$ cat config.mk
export PLATFORM = sky130hd
export DESIGN_NAME = proj_kmer_window
export DESIGN_NICKNAME = d
export VERILOG_FILES = /design/src/rtl/proj_kmer_window.sv
export SDC_FILE = /design/constraint.sdc
export NUM_CORES = 1
export LEC_CHECK = 0
export ABC_CLOCK_PERIOD_IN_PS = 1900
export CAP_MARGIN = 20
export CORE_UTILIZATION = 30
export CTS_BUF_LIST = sky130_fd_sc_hd__clkbuf_4
export DETAILED_ROUTE_END_ITERATION = 16
export PLACE_DENSITY = 0.59
export SYNTH_ARGS = -nofsm -noshare
export SYNTH_HDL_FRONTEND = slang
export SYNTH_SLANG_ARGS = --single-unit
$ cat constraint.sdc
create_clock -name clk -period 1.9 [get_ports clk]
set_input_delay 0.38 -clock clk [delete_from_list [all_inputs] [get_ports clk]]
set_output_delay 0.38 -clock clk [all_outputs]
set_load 0.03 [all_outputs]
$ cat src/rtl/proj_kmer_window.sv
// rtl/proj_kmer_window.sv - streaming k-mer window generator with valid/ready on both sides
//
// Builds a sliding window of the last KMER_LEN accepted bases and presents one
// k-mer per accepted base once the window is full. The window sits between the
// nucleotide input stream and the MinHash hashing stage.
//
// Optional feature macro: KMER_CANONICAL_EN
//   defined   : a reverse-complement window runs in parallel and out_kmer is
//               the unsigned minimum of forward and reverse complement
//               (DATA_BITS must be 2 in this mode).
//   undefined : out_kmer is the forward window, out_rc is tied 0.
//
// Ports:
//   clk, rst_n     clock, asynchronous active-low reset
//   start_over     synchronous clear of window, counters and output stage
//   in_valid/in_ready/in_data/in_invalid/in_last
//                  input beat; in_invalid marks an ambiguous base (restarts
//                  the window), in_last marks the final base of a sequence
//   out_valid/out_ready/out_kmer/out_pos/out_last/out_rc
//                  registered k-mer output; newest base at the LSBs, out_pos is
//                  the 0-based sequence position of the newest base
//   fill_count     valid bases in the window, saturating at KMER_LEN

module proj_kmer_window #(
    parameter int DATA_BITS = 2,
    parameter int KMER_LEN  = 16,
    parameter int POS_BITS  = 32
) (
    input  logic                              clk,
    input  logic                              rst_n,
    input  logic                              start_over,
    input  logic                              in_valid,
    output logic                              in_ready,
    input  logic [DATA_BITS-1:0]              in_data,
    input  logic                              in_invalid,
    input  logic                              in_last,
    output logic                              out_valid,
    input  logic                              out_ready,
    output logic [KMER_LEN*DATA_BITS-1:0]     out_kmer,
    output logic [POS_BITS-1:0]               out_pos,
    output logic                              out_last,
    output logic                              out_rc,
    output logic [$clog2(KMER_LEN+1)-1:0]     fill_count
);

    localparam int W  = KMER_LEN * DATA_BITS;
    localparam int FW = $clog2(KMER_LEN + 1);
    localparam logic [FW-1:0] FILL_FULL = FW'(KMER_LEN);

    // Window and sequence state
    logic [W-1:0]        fwd_q, fwd_d;
    logic [FW-1:0]       fill_q, fill_d;
    logic [POS_BITS-1:0] pos_q, pos_d;

    // Output stage
    logic                out_valid_q, out_valid_d;
    logic [W-1:0]        out_kmer_q, out_kmer_d;
    logic [POS_BITS-1:0] out_pos_q, out_pos_d;
    logic                out_last_q, out_last_d;
    logic                out_rc_q, out_rc_d;

    // Combinational helpers
    logic                beat;
    logic                load;
    logic [FW-1:0]       fill_inc;
    logic [W-1:0]        fwd_shift;
    logic [W-1:0]        cand_kmer;
    logic                cand_rc;

`ifdef KMER_CANONICAL_EN
    logic [W-1:0]         rc_q, rc_d;
    logic [W-1:0]         rc_shift;
    logic [DATA_BITS-1:0] comp_data;
`endif

    // The single output register may take a new beat whenever it is empty or
    // being drained this cycle, so full throughput has no bubbles.
    assign in_ready = !start_over && (!out_valid_q || out_ready);

    always_comb begin
        beat      = in_valid && in_ready;
        fill_inc  = (fill_q == FILL_FULL) ? FILL_FULL : fill_q + 1'b1;
        fwd_shift = (fwd_q << DATA_BITS) | W'(in_data);

`ifdef KMER_CANONICAL_EN
        // Complemented base enters at the MSBs and the oldest leaves at the
        // LSBs, so rc_q always holds the reverse complement of fwd_q.
        comp_data = ~in_data;
        rc_shift  = (rc_q >> DATA_BITS) | {comp_data, {(W-DATA_BITS){1'b0}}};
        cand_rc   = rc_shift < fwd_shift;   // tie keeps the forward strand
        cand_kmer = cand_rc ? rc_shift : fwd_shift;
`else
        cand_rc   = 1'b0;
        cand_kmer = fwd_shift;
`endif

        load = beat && !in_invalid && (fill_inc == FILL_FULL);
    end

    always_comb begin
        fwd_d       = fwd_q;
        fill_d      = fill_q;
        pos_d       = pos_q;
        out_valid_d = out_valid_q;
        out_kmer_d  = out_kmer_q;
        out_pos_d   = out_pos_q;
        out_last_d  = out_last_q;
        out_rc_d    = out_rc_q;
`ifdef KMER_CANONICAL_EN
        rc_d        = rc_q;
`endif

        if (start_over) begin
            fwd_d       = '0;
            fill_d      = '0;
            pos_d       = '0;
            out_valid_d = 1'b0;
            out_kmer_d  = '0;
            out_pos_d   = '0;
            out_last_d  = 1'b0;
            out_rc_d    = 1'b0;
`ifdef KMER_CANONICAL_EN
            rc_d        = '0;
`endif
        end else begin
            if (beat) begin
                // Position counts every accepted beat, ambiguous ones included.
                pos_d = pos_q + 1'b1;
                if (in_invalid) begin
                    fwd_d  = '0;
                    fill_d = '0;
`ifdef KMER_CANONICAL_EN
                    rc_d   = '0;
`endif
                end else begin
                    fwd_d  = fwd_shift;
                    fill_d = fill_inc;
`ifdef KMER_CANONICAL_EN
                    rc_d   = rc_shift;
`endif
                end
                // End of sequence: the next base starts a fresh window at pos 0.
                if (in_last) begin
                    fwd_d  = '0;
                    fill_d = '0;
                    pos_d  = '0;
`ifdef KMER_CANONICAL_EN
                    rc_d   = '0;
`endif
                end
            end

            if (load) begin
                out_valid_d = 1'b1;
                out_kmer_d  = cand_kmer;
                out_pos_d   = pos_q;
                out_last_d  = in_last;
                out_rc_d    = cand_rc;
            end else if (out_valid_q && out_ready) begin
                out_valid_d = 1'b0;
            end
        end
    end

    always_ff @(posedge clk or negedge rst_n) begin
        if (!rst_n) begin
            fwd_q       <= '0;
            fill_q      <= '0;
            pos_q       <= '0;
            out_valid_q <= 1'b0;
            out_kmer_q  <= '0;
            out_pos_q   <= '0;
            out_last_q  <= 1'b0;
            out_rc_q    <= 1'b0;
        end else begin
            fwd_q       <= fwd_d;
            fill_q      <= fill_d;
            pos_q       <= pos_d;
            out_valid_q <= out_valid_d;
            out_kmer_q  <= out_kmer_d;
            out_pos_q   <= out_pos_d;
            out_last_q  <= out_last_d;
            out_rc_q    <= out_rc_d;
        end
    end

`ifdef KMER_CANONICAL_EN
    always_ff @(posedge clk or negedge rst_n) begin
        if (!rst_n) begin
            rc_q <= '0;
        end else begin
            rc_q <= rc_d;
        end
    end
`endif

    assign out_valid  = out_valid_q;
    assign out_kmer   = out_kmer_q;
    assign out_pos    = out_pos_q;
    assign out_last   = out_last_q;
    assign out_rc     = out_rc_q;
    assign fill_count = fill_q;

endmodule

[After elaboration in Yosys (flattened, before gate mapping)]
Index checks and enable logic that the tools add are counted.
Storage, ports and cells
  RAM bits: 0
  latch bits: 0
  output and inout bits: 73
  memories kept: 0
  memory bits (read-only): 0
  input bits: 9
  logic and storage cells: 48
  bits in registers: 134
Cells by class
  bitwise operators: 1
  magnitude comparators: 0
  reductions and logical operators: 12
  equality and inequality tests: 2
  divide/modulo/power cells: 0
  $mul: 0
  add/subtract/negate cells: 2
  mux-type cells: 23
  shifts and indexed selects: 0
Operator list (count)
  32-bit 2-to-1 mux: 7
  30-bit 2-to-1 mux: 4
  32-bit by 1-bit adder with 32-bit output, second input constant: 1
  32-bit by 2-bit OR with 32-bit output: 1
  5-bit 2-to-1 mux: 5
  5-bit == test, second input constant: 2
  1-bit 2-to-1 mux: 7
  5-bit by 1-bit adder with 5-bit output, second input constant: 1
  1-bit logical AND: 5
  2-bit nonzero test: 2
  1-bit zero test: 3
  3-bit nonzero test: 1
  1-bit logical OR: 1

[Longest topological paths before layout]
  depth after elaboration: 8
  mapped depth: 9
  mapped depth without buffers: 7

[Worst setup path after synthesis]
No wires, ideal clock.
  path type: flip-flop to flip-flop
  from: register fill_q[0], in the netlist fill_count[0]
  to: register out_kmer_q[26], in the netlist out_kmer[26]
  cell stages (with the launch flop): 9
  arrival time: 2.160 ns
  setup time: 0.128 ns
  setup slack: -0.387 ns
  cell sequence: dfrtp_1 -> inv_1 -> ha_1 -> nor3_1 -> nand4b_1 -> a21oi_1 -> buf_2 -> buf_4 -> mux2_1
On the way
  word-level cells in the longest chain between the ends: 5
  elaborated cells on any way between the ends: 6
  those cells by class: 1 x add/sub; 2 x eq/ne; 1 x mux; 2 x reduce/logical
Ends and longest elaborated chain
  start, declared: RTL line 52  | logic [FW-1:0] fill_q, fill_d;
  start signal, assigned: RTL line 177  | fill_q <= fill_d;
  5-bit by 1-bit adder with 5-bit output or 5-bit == test (tied branches): RTL line 82  | fill_inc = (fill_q == FILL_FULL) ? FILL_FULL : fill_q + 1'b1;
  5-bit 2-to-1 mux (*): RTL line 82
  5-bit == test (*): RTL line 97  | load = beat && !in_invalid && (fill_inc == FILL_FULL);
  1-bit logical AND (*): RTL line 97
  2-bit nonzero test (no line) (*)
  end signal, assigned: RTL line 180  | out_kmer_q <= out_kmer_d;
  end, declared: RTL line 57  | logic [W-1:0] out_kmer_q, out_kmer_d;
Every way passes the cells marked *; elsewhere a longest branch is shown, timed or not.
A chain may end at the register's enable or synchronous reset.

[Worst setup path after layout]
  from: register fill_q[0], in the netlist fill_count[0]
  to: register out_pos_q[22], in the netlist out_pos[22]
On the way
  word-level cells in the longest chain between the ends: 5
  elaborated cells on any way between the ends: 6
  those cells by class: 1 x add/sub; 2 x eq/ne; 1 x mux; 2 x reduce/logical
Ends and longest elaborated chain
  5-bit by 1-bit adder with 5-bit output or 5-bit == test (tied branches): RTL line 82
  5-bit 2-to-1 mux (*): RTL line 82
  5-bit == test (*): RTL line 97
  1-bit logical AND (*): RTL line 97
  2-bit nonzero test (no line) (*)
  end signal, assigned: RTL line 181  | out_pos_q <= out_pos_d;
  end, declared: RTL line 58  | logic [POS_BITS-1:0] out_pos_q, out_pos_d;
Marked as above.

==> impl_metrics.yaml <==
grt:
  grt.overflow.total: 0
  grt_max_degree: 54
  grt_pass1_wl_um: 23900
  antenna_found_initial: 1
  track_usage: 0.151
  grt_pass1_vias: 4629
synthesis:
  syn_avg_cell_area_um2: 11.7
  ys_types: 47
  seq_area_frac_synth: 0.550
  yosys_most_used_dff: "dfrtp_1"
  syn_area_um2: 6050
  yosysWarnings: 0
  synth-seq-cells: 133
  synth_cells: 519
  synth_edf_count: 0
  synth_async_sr_flop_share: 1.00
  syn_nets: 531
  synthTopCellsByArea: "dfrtp_1 55%, nor2b_1 6.6%, mux2_1 6.5%"
  synth_top_cell_by_area: "dfrtp_1"
  synth.top_cell.area_share: 0.550
timing:
  tightest_slew_ns: 0.521
  fin_ws_ns: -0.150
  finalCritPeriodShare: 1.08
  slew_headroom: 0.652
  finalSetupTns_ns: -7.63
  rsz0062_at_grt: "true"
  fmax_mhz: 488
  hold_viol_final: 0
  finalSetupViolCount: 65
  fin_crit_ns: 2.05
  fin_skew_ns: 0.0194
  drv_slew: 0
drt:
  drc: 0
  drt-wirelength-per-cell_um: 16.3
  firstDrtPassIters: 5
  vias_per_cell: 4.84
  via_count: 4534
  routed_wl_um: 15200
  drtIter0Drc: 297
  ant_nets: 0
power:
  ir_drop_v: 0.000327
  p_int_mw: 3.56
  finalPower_mw: 4.72
  pwr-share-comb: 0.053
  powerDensity_nw_per_um2: 587
  p_leak_nw: 3.92
  power_frac_seq: 0.601
  switching_power_mw: 1.17
  swShare: 0.247
  clkPwrFrac: 0.347
critical_path:
  cp-start-kind: "flop"
  required_ns: 2.32
  r2r_setup_slack_ns: -0.15
  path_max_fanout: 8
  path_class: "reg -> reg"
  crit_arrival_ns: 2.47
  critPathCaptureType: "flop"
flow_run:
  maxCapViolations: 0
finish:
  fin_nets: 669
  syn2layout_area_growth_pct: 33.1
  fillCellCount: 1897
  drive_above_1_share: 0.252
floorplan:
  die_w_um: 144
  coreArea_um2: 19600
  num_rows: 51
  die_y_um: 144
  start_util: 0.309
  io_pins: 82
  die_area_um2: 20700
clocking:
  cts.clk_slew.worst_paths_ns: 0.11
  cts_made_buffers: 17
  worst_skew_pair.late_latency_ns: 0.55
  clock_path_buffers: 2
  cts_tree: "done"
  htree_levels: 4
  root_buffer: "clkbuf_4"
  cts_sinks: 133
placement:
  portBuffers: 80
  hpwl_um: 9750
  place_congestion: 0.898
hold_path:
  min_path_type: "in -> async"
status:
  failed_checks: "setup timing"
  outcome: "complete, but fails checks"
[power groups by stage]
| stage | sequential, mW | combinational (mW) | clock (mW) |
|---|---|---|---|
| floorplan | 2.89 | 0.0903 | 0 |
| global route | 2.84 | 0.277 | 1.81 |
| finish | 2.84 | 0.249 | 1.64 |
| detailed placement | 2.89 | 0.247 | 0 |
| CTS | 2.84 | 0.250 | 1.70 |
| global placement | 2.89 | 0.244 | 0 |
[registers in the layout (all words and copies together) (netlist names)]
register and cells:
out_last 1, out_pos 32, fwd_q 30, out_valid 1, out_kmer 32, fill_count 5, pos_q 32
[through the flow]
step	utilization	cell area [um2]	instances	setup WS [ns]	hold slack, ns
after floorplan	-	6160	519	-0.0639	0.0844
after global placement	0.389	7620	890	-0.392	0.358
after detailed placement	0.389	7620	890	-0.430	0.366
after CTS	0.398	7800	925	-0.174	0.292
after global routing	0.411	8050	936	-0.220	0.325
final	0.411	8050	936	-0.150	0.310
[layout by cell type, fill, tap and decap left out, drive strengths merged, types with 2 or more instances in the layout]
master and count:
xor2 10, mux2i 4, buf 69, dfrtp 133, inv 7, and2 2, clkinv 8, a21oi 11
clkdlybuf4s50 6, or3 8, a31oi 3, ha 3, nor2 23, nand2 23, nor2b 65, clkinvlp 4
clkdlybuf4s15 2, mux2 61, dlygate4sd2 67, o21ai 31, nand2b 9, xnor2 3, nand3 19, nand4 15
nor3 7, a22o 31, clkbuf 24, nor4 4, nand3b 2
[critical path, cell delays in order, from the launching register on]
cell	delay, ns
dfrtp_2	0.47
inv_2	0.09
ha_4	0.12
nand3b_1	0.12
nand2b_1	0.11
nand4b_1	0.15
a21oi_4	0.18
buf_12	0.17
clkbuf_16	0.18
mux2_2	0.33
[kinds of logic (layout without fill, tap and decap cells)]
logic type | Yosys count | in the layout | synth area share
xor+xnor | 13 | 13 | 0.0188
other cells | 1 | 2 | 0.000620
mux | 65 | 65 | 0.120
simple gates | 180 | 180 | 0.176
flops | 133 | 133 | 0.550
buf+inv | 38 | 189 | 0.0316
compound gates | 86 | 86 | 0.0965
fa+ha+maj | 3 | 3 | 0.00620
[path summary, 6_finish.rpt]
path / cells after the start / endpoint / from
worst max-delay path: 9 / out_pos[22] / fill_count[0]
worst min-delay path: 2 / fwd_q[10] / rst_n
worst max register to register: 9 / out_pos[22] / fill_count[0]
worst min register to register: 1 / out_kmer[30] / fwd_q[28]
max in group asynchronous: 3 / fwd_q[25] / rst_n
min in group clk: 3 / fill_count[4] / start_over
[cells in the mapped netlist, types with 2 or more instances]
library cell  instances
a21oi_1              11
a22o_1               31
a31oi_1               3
and2_1                2
buf_2                 3
buf_4                 6
buf_6                 3
clkbuf_1             19
dfrtp_1             133
ha_1                  3
inv_1                 7
mux2_1               35
mux2_2               26
mux2i_1               4
nand2_1              23
nand2b_1              9
nand3_1              18
nand3b_1              2
nand4_1              13
nand4_4               2
nor2_1               22
nor2b_1              64
nor3_1                7
nor4_1                3
o21ai_0              30
or3_1                 8
xnor2_1               3
xor2_1               10
[area by class of cell]
cell class	count	area, um2	share of cell area
clock inverters	13	91.3	0.0113
repair buffers	150	1410	0.175
well taps	265	332	0.0412
flip-flops and latches	133	3330	0.414
clock buffers	19	143	0.0177
multi-input cells	348	2710	0.337
inverters	7	26.3	0.00326
diodes	1	2.50	0.000311
[layer usage]
metal / routed length, um / global-route usage / up-vias
met1: 7270 / 0.203 / 2269
li1: - / - / 2120
met5: 0 / 0 / -
met2: 7010 / 0.235 / 125
met4: 282 / 0.0616 / 0
met3: 672 / 0.0315 / 20
[timing repair]
item                                    CTS  global route
setup buffers                             2             5
cloned                                    0             5
endpoints found under the setup margin  137            77
pin swaps                                 0             5
hold buffers                              1             0
hold endpoints to repair                 30             0
gates resized for setup                  76            28
Note: power is estimated with default switching activity, not from simulation.
